==> src/rtl/mult_arbiter.sv <==
// Round-robin arbiter feeding a shared two-stage signed 8x8 Booth multiplier.
// Results leave in acceptance order, tagged with the owning requester index.
module mult_arbiter #(
    parameter int NREQ = 4,
    parameter int IDW  = 2
) (
    input  logic              clk,
    input  logic              rst_n,
    input  logic [NREQ-1:0]   req_valid,
    output logic [NREQ-1:0]   req_ready,
    input  logic [8*NREQ-1:0] req_a,
    input  logic [8*NREQ-1:0] req_b,
    output logic              res_valid,
    input  logic              res_ready,
    output logic [15:0]       res_data,
    output logic [IDW-1:0]    res_id,
    output logic              busy
);

    logic [IDW-1:0] ptr_q, ptr_d;
    logic           s1_valid_q, s1_valid_d;
    logic [7:0]     s1_a_q, s1_a_d;
    logic [7:0]     s1_b_q, s1_b_d;
    logic [IDW-1:0] s1_id_q, s1_id_d;
    logic           s2_valid_q, s2_valid_d;
    logic [15:0]    s2_data_q, s2_data_d;
    logic [IDW-1:0] s2_id_q, s2_id_d;

    logic           s2_load;
    logic           s1_can_load;
    logic           gnt_found;
    logic [IDW-1:0] gnt_idx;
    logic           accept;
    logic [15:0]    product;

    assign s2_load     = !s2_valid_q || res_ready;
    assign s1_can_load = !s1_valid_q || s2_load;

    // First valid requester at or above the pointer, wrapping modulo NREQ
    always_comb begin
        int p;
        p         = 0;
        gnt_found = 1'b0;
        gnt_idx   = '0;
        for (int k = 0; k < NREQ; k++) begin
            p = int'(ptr_q) + k;
            if (p >= NREQ) p = p - NREQ;
            if (!gnt_found && req_valid[p]) begin
                gnt_found = 1'b1;
                gnt_idx   = IDW'(p);
            end
        end
    end

    always_comb begin
        req_ready = '0;
        if (rst_n && s1_can_load && gnt_found) req_ready[gnt_idx] = 1'b1;
    end

    assign accept = |req_ready;

    // Radix-4 Booth: four signed digits of b select 0, +-a, +-2a
    always_comb begin
        logic [8:0]  b_ext;
        logic [15:0] a_ext;
        logic [2:0]  trip;
        logic [15:0] mag;
        logic [15:0] pp;
        logic        neg;
        b_ext   = {s1_b_q, 1'b0};
        a_ext   = {{8{s1_a_q[7]}}, s1_a_q};
        trip    = '0;
        mag     = '0;
        pp      = '0;
        neg     = 1'b0;
        product = '0;
        for (int j = 0; j < 4; j++) begin
            trip = b_ext[2*j +: 3];
            mag  = '0;
            neg  = 1'b0;
            case (trip)
                3'b001, 3'b010: mag = a_ext;
                3'b011:         mag = a_ext << 1;
                3'b100: begin
                    mag = a_ext << 1;
                    neg = 1'b1;
                end
                3'b101, 3'b110: begin
                    mag = a_ext;
                    neg = 1'b1;
                end
                default:        mag = '0;
            endcase
            pp      = neg ? ~mag : mag;
            product = product + (pp << (2*j)) + ({15'b0, neg} << (2*j));
        end
    end

    always_comb begin
        int gi;
        gi         = int'(gnt_idx);
        ptr_d      = ptr_q;
        s1_valid_d = s1_valid_q;
        s1_a_d     = s1_a_q;
        s1_b_d     = s1_b_q;
        s1_id_d    = s1_id_q;
        s2_valid_d = s2_valid_q;
        s2_data_d  = s2_data_q;
        s2_id_d    = s2_id_q;
        if (accept) begin
            ptr_d = (gi + 1 >= NREQ) ? '0 : gnt_idx + IDW'(1);
        end
        if (s1_can_load) begin
            s1_valid_d = accept;
            if (accept) begin
                s1_a_d  = req_a[8*gi +: 8];
                s1_b_d  = req_b[8*gi +: 8];
                s1_id_d = gnt_idx;
            end
        end
        if (s2_load) begin
            s2_valid_d = s1_valid_q;
            if (s1_valid_q) begin
                s2_data_d = product;
                s2_id_d   = s1_id_q;
            end
        end
    end

    always_ff @(posedge clk or negedge rst_n) begin
        if (!rst_n) begin
            ptr_q      <= '0;
            s1_valid_q <= 1'b0;
            s1_a_q     <= '0;
            s1_b_q     <= '0;
            s1_id_q    <= '0;
            s2_valid_q <= 1'b0;
            s2_data_q  <= '0;
            s2_id_q    <= '0;
        end else begin
            ptr_q      <= ptr_d;
            s1_valid_q <= s1_valid_d;
            s1_a_q     <= s1_a_d;
            s1_b_q     <= s1_b_d;
            s1_id_q    <= s1_id_d;
            s2_valid_q <= s2_valid_d;
            s2_data_q  <= s2_data_d;
            s2_id_q    <= s2_id_d;
        end
    end

    assign res_valid = s2_valid_q;
    assign res_data  = s2_data_q;
    assign res_id    = s2_id_q;
    assign busy      = s1_valid_q || s2_valid_q;

endmodule

==> config.mk <==
export PLATFORM = sky130hd
export DESIGN_NAME = mult_arbiter
export DESIGN_NICKNAME = d
export VERILOG_FILES = /design/src/rtl/mult_arbiter.sv
export SDC_FILE = /design/constraint.sdc
export NUM_CORES = 1
export LEC_CHECK = 0
export ABC_AREA = 1
export ABC_CLOCK_PERIOD_IN_PS = 5100
export CAP_MARGIN = 20
export CORE_ASPECT_RATIO = 1.2
export CORE_MARGIN = 8
export CORE_UTILIZATION = 48
export CTS_BUF_LIST = sky130_fd_sc_hd__clkbuf_4 sky130_fd_sc_hd__clkbuf_8 sky130_fd_sc_hd__clkbuf_16
export CTS_CLUSTER_DIAMETER = 200
export DETAILED_ROUTE_END_ITERATION = 16
export PLACE_DENSITY = 0.79
export REMOVE_ABC_BUFFERS = 1
export SYNTH_ARGS = -nofsm -noshare
export SYNTH_HDL_FRONTEND = slang
export SYNTH_SLANG_ARGS = --single-unit
==> constraint.sdc <==
create_clock -name clk -period 5.1 [get_ports clk]
set_clock_uncertainty 0.05 [all_clocks]
set_input_delay 1.02 -clock clk [delete_from_list [all_inputs] [get_ports clk]]
set_output_delay 1.02 -clock clk [all_outputs]
set_load 0.005 [all_outputs]
==> run_results.csv <==
group,metric,value,unit
status,status,"complete, no violations",
timing,worst_pin_slew,0.740,ns
placed_design,dp.final_hpwl,9300,µm
clocking,cts_tree,"done",
layout,seqCellArea,1000,µm²
critical_path,end_kind,"flop",
die,start_util,48.3,%
synth,netlist_instances,635,
global_route,antenna_found_initial,0,
synth,synth.distinct_cells,38,
layout,fillers,870,
critical_path,crit_chain,"inv_1 -> ha_1 -> mux2i_1 -> o22ai_1 -> xor2_1 -> fa_1 -> inv_1 -> fa_1 -> fa_1 -> inv_1 -> ha_1 -> a21oi_1 -> nand2_1 -> a21oi_1 -> o21ai_0 -> or2_2 -> a31oi_1",
critical_path,critPathKind,"flop to flop",
timing,max_freq,210,MHz
critical_path,crit_path_max_incr_delay,0.54,ns
worst_hold_path,holdCritPathClass,"flop to flop",
routing,drt_iter0_markers,195,
placed_design,place.gp.congestion,0.910,
routing,viasPerCell,5.13,
global_route,grt_pass1_wl,19800,µm
layout,syn2layout_area_growth,25.6,%
clocking,cts_sinks,40,
die,die_y,122,µm
global_route,grt_overflow,0,
global_route,grt_pass1_vias,4536,
critical_path,required,5.25,ns
critical_path,cp_max_fo,8,
timing,finalCritPeriodShare,93.3,%
timing,setup_viol,0,
clocking,cts-root-buf,"clkbuf_16",
critical_path,crit_slowest_cell,"fa_1",
synth,synth_seq_area_share,22.1,%
die,core_area,9370,µm²
clocking,clock_latency,0.29,ns
routing,wl,11200,µm
clocking,cts_buffers,5,
routing,post_drt_wl_per_cell,13.2,µm
layout,nets,853,
clocking,clock_tree.htree_level_count,2,
critical_path,cp-start-kind,"flop",
die,rows,39,
timing,rsz0062_at_grt,"false",
timing,slew_viol_final,0,
die,die-width,105,µm
die,die_area,12800,µm²
clocking,clockBufferDepth,2,
synth,avgSynthCellArea,7.13,µm²
die,ios,95,
routing,ant_nets,0,
layout,mostFrequentLayoutCell,"nand2_1",
routing,drc,0,
layout,antenna_cells,0,
global_route,grt_max_degree,41,
timing,tns,0,ns
run,maxCapViolCount,0,
timing,period_needed,4.76,ns
timing,max-slew-margin-rel,50.5,%
synth,yosys_warnings,0,
routing,first_pass_iters,5,
placed_design,port-buffer-count,94,
layout,multi_input_area,3080,µm²
clocking,post_cts_buffers,0,
layout,final_cell_mix,"194 x nand2_1, 93 x clkdlybuf4s50_1, 78 x inv_1, 73 x nand3_1, 40 x dfrtp_1",
synth,netlist_area,4530,µm²
synth,synth-seq-cells,40,
clocking,clk_pin_slew,0.06,ns
global_route,track_usage,18.2,%
timing,hold_viol,0,
layout,drive_gt1_share,5.80,%
critical_path,critical_path_arrival,4.91,ns
routing,vias,4343,
[metrics by stage]
| step | setup WS [ns] | instance area (µm²) | hold slack [ns] | instances | utilization, % |
|---|---|---|---|---|---|
| floorplan | 0.341 | 4400 | 0.399 | 616 | - |
| finish | 0.340 | 5690 | 0.430 | 847 | 60.7 |
| detailed placement | 0.349 | 5540 | 0.417 | 839 | 59.1 |
| global route | 0.0893 | 5690 | 0.455 | 847 | 60.7 |
| global placement | 0.395 | 5540 | 0.415 | 839 | 59.1 |
| CTS | 0.329 | 5680 | 0.433 | 847 | 60.7 |
[final timing paths]
| path | start | cells after the start | to | slack (ns) |
|---|---|---|---|---|
| worst max-delay path | s1_b_q[3] | 17 | res_data[13] | 0.34 |
| worst min-delay path | s1_a_q[1] | 2 | s1_a_q[1] | 0.43 |
| worst max register to register | s1_b_q[3] | 17 | res_data[13] | 0.34 |
| worst min register to register | s1_a_q[1] | 2 | s1_a_q[1] | 0.43 |
| max in group asynchronous | rst_n | 2 | s1_b_q[6] | 3.88 |
| min in group asynchronous | rst_n | 2 | res_data[3] | 0.77 |
[layout make-up]
cell class / instances / area share, %
Multi-Input combinational cell: 492 / 54.2
Clock inverter: 1 / 0.154
Sequential cell: 40 / 17.6
Clock buffer: 7 / 2.46
Timing Repair Buffer: 100 / 17.2
Inverter: 84 / 5.68
Tap cell: 123 / 2.71
[synthesized netlist by cell type (all sizes together)]
library cell / instances / area (µm²)
nand3b: 1 / 7.51
nor3: 1 / 5.00
a21oi: 13 / 65.1
a31oi: 7 / 43.8
o21ai: 19 / 95.1
or2: 5 / 31.3
nand2: 204 / 806
buf: 16 / 115
inv: 83 / 319
nand4: 3 / 18.8
and2: 1 / 6.26
o22ai: 28 / 175
mux2i: 2 / 20.0
nor2: 25 / 101
xor2: 30 / 263
o211ai: 2 / 15.0
a21o: 3 / 22.5
a31o: 1 / 8.76
clkbuf: 3 / 11.3
o2111ai: 1 / 8.76
nand3: 75 / 385
dfrtp: 40 / 1000
o31ai: 4 / 40.0
clkinv: 1 / 3.75
fa: 20 / 400
xnor2: 8 / 70.1
ha: 39 / 488
[logic make-up after synthesis]
kind of cell / after synthesis / share of synthesized area (%)
adder cells (fa/ha/maj): 59 / 19.6
AND/OR/NAND/NOR: 315 / 30.1
multiplexers: 2 / 0.442
AO/OA/AOI/OAI: 78 / 10.5
flip-flops: 40 / 22.1
XOR/XNOR: 38 / 7.35
buffers and inverters: 103 / 9.92
[timing repair]
action / in CTS / in global routing
resized for setup: 0 / 1
hold buffers: 0 / 0
setup endpoints to repair: 0 / 1
[critical path, delay by kind of cell (launching register included)]
kind | cells | cell delay, ns
AOI/OAI and AO/OA | 5 | 0.79
xor gates and xnor gates | 1 | 0.19
adders and majority gates | 5 | 2.10
buffers and inverters | 3 | 0.22
DFF | 1 | 0.39
muxes | 1 | 0.49
and+or+nand+nor | 2 | 0.43
[routing by layer]
metal / GRT usage, % / up-vias / part of all wire (%)
li1: - / 2230 / -
met1: 19.7 / 1954 / 43
met2: 32.9 / 138 / 49
met3: 5.30 / 21 / 6.5
met4: 7.86 / 0 / 2.3
met5: 0 / - / 0
[sequential cells by signal, summed over array words and instances, names as in the netlist]
name and cells:
res_valid 1, s1_a_q 8, s1_b_q 8, ptr_q 2, s1_id_q 2, res_data 16
res_id 2, s1_valid_q 1
Power is not shown: default switching activity piles up to over one toggle a cycle in this logic, so the estimate is an artifact.
